**config.mk**
```make
export PLATFORM = sky130hd
export DESIGN_NAME = ext_arbiter_flat
export DESIGN_NICKNAME = d
export VERILOG_FILES = /design/src/rtl/ext_arbiter_if.sv /design/src/rtl/ext_arbiter.sv /design/src/flat_wrapper.sv
export SDC_FILE = /design/constraint.sdc
export NUM_CORES = 1
export LEC_CHECK = 0
export CAP_MARGIN = 20
export CELL_PAD_IN_SITES_DETAIL_PLACEMENT = 1
export CELL_PAD_IN_SITES_GLOBAL_PLACEMENT = 2
export CORE_MARGIN = 8
export CORE_UTILIZATION = 26
export DETAILED_ROUTE_END_ITERATION = 16
export GPL_ROUTABILITY_DRIVEN = 0
export PLACE_DENSITY_LB_ADDON = 0.1
export SLEW_MARGIN = 5
export SYNTH_ARGS = -nofsm -noshare
export SYNTH_HDL_FRONTEND = slang
export SYNTH_SLANG_ARGS = --single-unit
```
**constraint.sdc**
```tcl
create_clock -name clk -period 1.35 [get_ports clk]
set_input_delay 0.135 -clock clk [delete_from_list [all_inputs] [get_ports clk]]
set_output_delay 0.135 -clock clk [all_outputs]
set_load 0.005 [all_outputs]
```
**src/rtl/ext_arbiter_if.sv**
```systemverilog
// ext_arbiter_if: request/response bundle between two requesters, one consumer
// and the shared-extender arbiter.
//   req_valid[1:0]  requester i presents a request
//   req_imm0/1      16-bit immediate of requester 0 / 1
//   req_eop0/1      2-bit extension op of requester 0 / 1
//   req_ready[1:0]  request i accepted this cycle
//   resp_valid      extended result available
//   resp_data       32-bit extended result
//   resp_id         requester that owns resp_data
//   resp_ready      consumer takes the result this cycle
// Modports: master = requesters/consumer side, slave = arbiter side.
interface ext_arbiter_if;
  localparam int unsigned IMM_W  = 16;
  localparam int unsigned EOP_W  = 2;
  localparam int unsigned DATA_W = 32;
  localparam int unsigned NREQ   = 2;

  logic [NREQ-1:0]   req_valid;
  logic [IMM_W-1:0]  req_imm0;
  logic [IMM_W-1:0]  req_imm1;
  logic [EOP_W-1:0]  req_eop0;
  logic [EOP_W-1:0]  req_eop1;
  logic [NREQ-1:0]   req_ready;
  logic              resp_valid;
  logic [DATA_W-1:0] resp_data;
  logic              resp_id;
  logic              resp_ready;

  modport master (
    output req_valid, req_imm0, req_imm1, req_eop0, req_eop1, resp_ready,
    input  req_ready, resp_valid, resp_data, resp_id
  );

  modport slave (
    input  req_valid, req_imm0, req_imm1, req_eop0, req_eop1, resp_ready,
    output req_ready, resp_valid, resp_data, resp_id
  );
endinterface

```
**src/rtl/ext_arbiter.sv**
```systemverilog
// ext_arbiter: shares one immediate extender between two requesters. One
// transaction in flight: accept in IDLE, extend in EXT, present in RESP.
// Ports:
//   clk    sole clock, rising edge
//   reset  synchronous active-high reset
//   bus    ext_arbiter_if.slave (request handshakes, registered response)
// Build option: EXT_ARB_RR_EN selects round-robin arbitration between
// simultaneous requests; undefined gives fixed priority to requester 0.

// ext: combinational immediate extender.
//   imm  16-bit immediate, EOp extension op, ext 32-bit result
module ext (
  input  logic [15:0] imm,
  input  logic [1:0]  EOp,
  output logic [31:0] ext
);
  always_comb begin
    ext = '0;
    case (EOp)
      2'b00:   ext = {{16{imm[15]}}, imm};
      2'b01:   ext = {16'h0000, imm};
      2'b10:   ext = {imm, 16'h0000};
      2'b11:   ext = {{14{imm[15]}}, imm, 2'b00};
      default: ext = '0;
    endcase
  end
endmodule

module ext_arbiter (
  input logic          clk,
  input logic          reset,
  ext_arbiter_if.slave bus
);
  localparam int unsigned IMM_W  = 16;
  localparam int unsigned EOP_W  = 2;
  localparam int unsigned DATA_W = 32;
  localparam int unsigned NREQ   = 2;

  typedef enum logic [1:0] {
    IDLE = 2'd0,
    EXT  = 2'd1,
    RESP = 2'd2
  } state_t;

  state_t             state_q, state_d;
  logic [IMM_W-1:0]   imm_q, imm_d;
  logic [EOP_W-1:0]   eop_q, eop_d;
  logic               id_q, id_d;
  logic               resp_valid_q, resp_valid_d;
  logic [DATA_W-1:0]  resp_data_q, resp_data_d;
  logic               resp_id_q, resp_id_d;

  logic [NREQ-1:0]    req_ready_c;
  logic               grant_c;
  logic               handshake_c;
  logic [DATA_W-1:0]  ext_c;

  // Shared extender operates on the captured operands only.
  ext u_ext (
    .imm (imm_q),
    .EOp (eop_q),
    .ext (ext_c)
  );

`ifdef EXT_ARB_RR_EN
  // rr_q holds the requester favoured on the next simultaneous request.
  logic rr_q, rr_d;

  always_comb begin
    grant_c = 1'b0;
    if (&bus.req_valid) grant_c = rr_q;
    else                grant_c = ~bus.req_valid[0];
  end

  always_comb begin
    rr_d = rr_q;
    if (handshake_c) rr_d = ~grant_c;
  end

  always_ff @(posedge clk) begin
    if (reset) rr_q <= 1'b0;
    else       rr_q <= rr_d;
  end
`else
  // Fixed priority: requester 1 only wins when requester 0 is idle.
  always_comb begin
    grant_c = ~bus.req_valid[0];
  end
`endif

  // Next-state and datapath control.
  always_comb begin
    state_d      = state_q;
    imm_d        = imm_q;
    eop_d        = eop_q;
    id_d         = id_q;
    resp_valid_d = resp_valid_q;
    resp_data_d  = resp_data_q;
    resp_id_d    = resp_id_q;
    req_ready_c  = '0;
    handshake_c  = 1'b0;
    case (state_q)
      IDLE: begin
        if (bus.req_valid[grant_c]) begin
          req_ready_c[grant_c] = 1'b1;
          handshake_c          = 1'b1;
          imm_d                = grant_c ? bus.req_imm1 : bus.req_imm0;
          eop_d                = grant_c ? bus.req_eop1 : bus.req_eop0;
          id_d                 = grant_c;
          state_d              = EXT;
        end
      end
      EXT: begin
        resp_data_d  = ext_c;
        resp_id_d    = id_q;
        resp_valid_d = 1'b1;
        state_d      = RESP;
      end
      RESP: begin
        if (bus.resp_ready) begin
          resp_valid_d = 1'b0;
          state_d      = IDLE;
        end
      end
      default: begin
        resp_valid_d = 1'b0;
        state_d      = IDLE;
      end
    endcase
  end

  // State and output registers.
  always_ff @(posedge clk) begin
    if (reset) begin
      state_q      <= IDLE;
      imm_q        <= '0;
      eop_q        <= '0;
      id_q         <= 1'b0;
      resp_valid_q <= 1'b0;
      resp_data_q  <= '0;
      resp_id_q    <= 1'b0;
    end else begin
      state_q      <= state_d;
      imm_q        <= imm_d;
      eop_q        <= eop_d;
      id_q         <= id_d;
      resp_valid_q <= resp_valid_d;
      resp_data_q  <= resp_data_d;
      resp_id_q    <= resp_id_d;
    end
  end

  assign bus.req_ready  = req_ready_c;
  assign bus.resp_valid = resp_valid_q;
  assign bus.resp_data  = resp_data_q;
  assign bus.resp_id    = resp_id_q;
endmodule

```
**src/flat_wrapper.sv**
```systemverilog
// flat-port wrapper written by rule: the top's interface ports become plain ports
module ext_arbiter_flat 
  (clk, reset, bus_req_valid, bus_req_imm0, bus_req_imm1, bus_req_eop0, bus_req_eop1, bus_resp_ready, bus_req_ready, bus_resp_valid, bus_resp_data, bus_resp_id);
  ext_arbiter_if bus_i ();
  input logic clk;
  input logic reset;
  input wire logic [$bits(bus_i.req_valid)-1:0] bus_req_valid;
  input wire logic [$bits(bus_i.req_imm0)-1:0] bus_req_imm0;
  input wire logic [$bits(bus_i.req_imm1)-1:0] bus_req_imm1;
  input wire logic [$bits(bus_i.req_eop0)-1:0] bus_req_eop0;
  input wire logic [$bits(bus_i.req_eop1)-1:0] bus_req_eop1;
  input wire logic [$bits(bus_i.resp_ready)-1:0] bus_resp_ready;
  output wire logic [$bits(bus_i.req_ready)-1:0] bus_req_ready;
  output wire logic [$bits(bus_i.resp_valid)-1:0] bus_resp_valid;
  output wire logic [$bits(bus_i.resp_data)-1:0] bus_resp_data;
  output wire logic [$bits(bus_i.resp_id)-1:0] bus_resp_id;
  assign bus_i.req_valid = bus_req_valid;
  assign bus_i.req_imm0 = bus_req_imm0;
  assign bus_i.req_imm1 = bus_req_imm1;
  assign bus_i.req_eop0 = bus_req_eop0;
  assign bus_i.req_eop1 = bus_req_eop1;
  assign bus_i.resp_ready = bus_resp_ready;
  assign bus_req_ready = bus_i.req_ready;
  assign bus_resp_valid = bus_i.resp_valid;
  assign bus_resp_data = bus_i.resp_data;
  assign bus_resp_id = bus_i.resp_id;
  ext_arbiter u_core (.clk(clk), .reset(reset), .bus(bus_i));
endmodule
```
==> impl_results.md <==
* Area of placed instances at 3318 µm²
* Unrepaired setup endpoints after global routing: no
* Min-Delay Path Depth at 3
* Number of sinks on the clock net at 55
* Clock insertion delay at the later pin of the skew report at 0.31 ns
* Top cells by area, synth: dfxtp_1, mux2i_1, a211oi_1, nor2_1, a211oi_2
* Ordered cell list for the critical path: clkdlybuf4s50_1
* Fraction of met3 tracks used by global routing at 0.03626
* CP startpoint kind: flip-flop
* Maximum clock insertion buffer count at 2
* Count of antenna-violating nets left after detailed routing at 0
* Netlist Area Pre-Place at 2360 µm²
* Number of max-cap violations at 0
* Horiz. Die Dim at 111.3 µm
* Top cell family by delay on the critical path: buffers and inverters
* Synth Area per Inst at 9.182 µm²
* Reported leakage power at 1.359 nW
* Count of standard-cell rows at 34
* Core footprint at 8763 µm²
* Headroom to the max-slew limit at 0.7781
* Number of H-tree levels at 2
* Number of search-and-repair iterations in the first detailed-routing pass at 4
* Number of primary I/O pins at 77
* DRC violation count after routing at 0
* Vias in the first global route at 2310
* Busiest layer in global routing: met2
* Clock edge transition at the registers on the reported setup and hold paths at 0.10 ns
* Clock skew at 0.01222 ns
* Sequential-to-total area share from yosys stat at 0.4666
* Util after Layout at 0.4126
* Height of the chip at 111.3 µm
* Critical path type: reg -> out
* Largest fanout on the critical path at 2
* Number of antenna violations at the first check in global routing at 0
* Maximum number of pins on one net before global-route repair at 56
* Number of standard cells in the final layout excluding fillers at 452
* Final design area excluding fillers at 3616 µm²
* Commonest cells after routing, fill and taps aside: clkdlybuf4s50_1, dfxtp_1, nor2_1
* Number of cells on the critical path at 1
* Placed cell count at 434
* Overall via count from detail_route at 2201
* Arrival time of the worst setup path at 1.17 ns
* Slew Viols, Final at 0
* CTS Buf Count at 5
* Synth Net Count at 298
* Depth of the worst register-to-register path at 5
* M1 GR Usage at 0.1498
* Wire length of the first global-routing pass at 11800 µm
* Final WL at 7388 µm
* Result of the run: complete, no violations
* Slew of the pin with the lowest slew margin at 0.3329 ns
* Share of post-route cells with drive strength above 1 at 0.2238
* Delay of the slowest cell on the worst path at 0.51 ns
* Portion of synthesized cell area occupied by the leading cell type at 0.4666
* Total of endpoints with negative setup slack in the final report at 0
* Worst path required time at 1.22 ns
* Max frequency at 763.7 MHz
* Biggest area consumer among synthesized cells: dfxtp_1
* Die area at 12380 µm²
* Iteration-0 DRC Markers at 64
* Filler cell count in the final layout at 1029
* Critical Path Sink Type: primary output
* Buffers on Ports at 76
* Post-cts hold buffer count at 0
* Layout net count at 384
* Worst path buffer plus inverter count at 1
* Post-layout minimum cycle time at 1.309 ns
* Initial Utilization at 0.2693
* Tightest Hold Check Type: in -> reg
* Unique cell type count in the Yosys netlist at 23
* Vias per cell at 4.869
* Final number of hold-violating endpoints at 0
* Flip-flop and latch count after synthesis at 55
* Worst IR drop on VDD at 489.4 µV
* Overall global routing resource usage at 0.1133
* Detail Placement HPWL at 5363 µm
* Overall power consumption at 4.034 mW
* Most common library cell in the layout ignoring fill and taps: clkdlybuf4s50_1
* Synth Instances at 257
* Period utilization at 0.9700
* Layout Area Growth over Synthesis at 53.23%
* Total overflow reported by the global router at 0
* Routed len/inst at 16.35 µm
* Ant diodes at 0
* Synth warn at 0
* Cell Pwr Density at 1116 nW/µm²
* Cell type of the slowest stage on the worst timing path: clkdlybuf4s50_1
* Clock tree root buffer cell: clkbuf_8
* Met2 Use GR at 0.1746
* CTS tree: done
-- stage by stage --
| stage | setup TNS [ns] | setup slack, ns | hold slack [ns] |
|---|---|---|---|
| after floorplan | 0 | 0.1078 | 0.3218 |
| after global placement | -2.284 | -0.1605 | 0.4460 |
| after detailed placement | -2.920 | -0.1904 | 0.4499 |
| after CTS | 0 | 0.001266 | 0.2895 |
| after global routing | 0 | 0.001938 | 0.2898 |
| final | 0 | 0.04053 | 0.2876 |
-- metal layers --
| layer | up-vias | part of all wire |
|---|---|---|
| met5 | - | 0 |
| met1 | 1042 | 0.49 |
| li1 | 1101 | - |
| met3 | 4 | 0.055 |
| met4 | 0 | 0.0065 |
| met2 | 54 | 0.45 |
-- kinds of logic after synthesis --
| logic type | Yosys count | share of synthesized area |
|---|---|---|
| AO/OA/AOI/OAI | 73 | 0.2381 |
| buffers and inverters | 26 | 0.05779 |
| flip-flops | 55 | 0.4666 |
| multiplexers | 19 | 0.08059 |
| AND/OR/NAND/NOR | 84 | 0.1569 |
-- report_power, final --
group,internal [mW],switching (mW),leakage [nW]
logic,0.659,0.482,0.857
clock network,0.363,0.564,0.0402
registers,1.81,0.160,0.462
total,2.83,1.21,1.36
-- final cells by class --
class                           count  area, µm²  area share
Clock inverter                      3      20.02    0.005536
Timing Repair Buffer              104       1104      0.3052
Sequential cell                    55       1130      0.3125
Clock buffer                        5      68.82     0.01903
Multi-Input combinational cell    176       1151      0.3183
Tap cell                          108      135.1     0.03737
Inverter                            1      7.507    0.002076
-- final timing paths --
check / to / from / slack, ns
max reg2reg: u_core.bus.resp_data[3] / u_core.state_q[1] / 0.06
max: bus_resp_data[31] / u_core.bus.resp_data[31] / 0.04
min reg2reg: u_core.bus.resp_id / u_core.bus.resp_id / 0.46
min: u_core.state_q[1] / reset / 0.29
-- cell usage after synthesis --
master / number
nor3_1: 16
a21oi_1: 24
nor2_1: 34
nor2b_1: 3
mux2i_1: 19
buf_2: 10
nand2_1: 20
clkbuf_1: 11
buf_4: 1
and2_4: 1
inv_1: 1
a211oi_1: 23
a221oi_1: 14
and2b_1: 1
a2bb2oi_1: 1
a31oi_2: 1
buf_6: 3
nand3_1: 3
and2_1: 2
nand2b_1: 3
a211oi_2: 10
dfxtp_1: 55
or2_1: 1
-- repair_timing --
action                                  CTS  global route
endpoints found under the setup margin   26            52
cloned                                    0             2
buffers inserted                          3             5
pin swaps                                 1             0
resized for setup                         9            29
-- sequential cells by signal (all words and copies together), names as in the netlist --
name                   count
u_core.state_q             2
u_core.bus.resp_id         1
u_core.eop_q               2
u_core.bus.resp_data      32
u_core.imm_q              16
u_core.id_q                1
u_core.bus.resp_valid      1
Power figures use the tool's default switching activity.
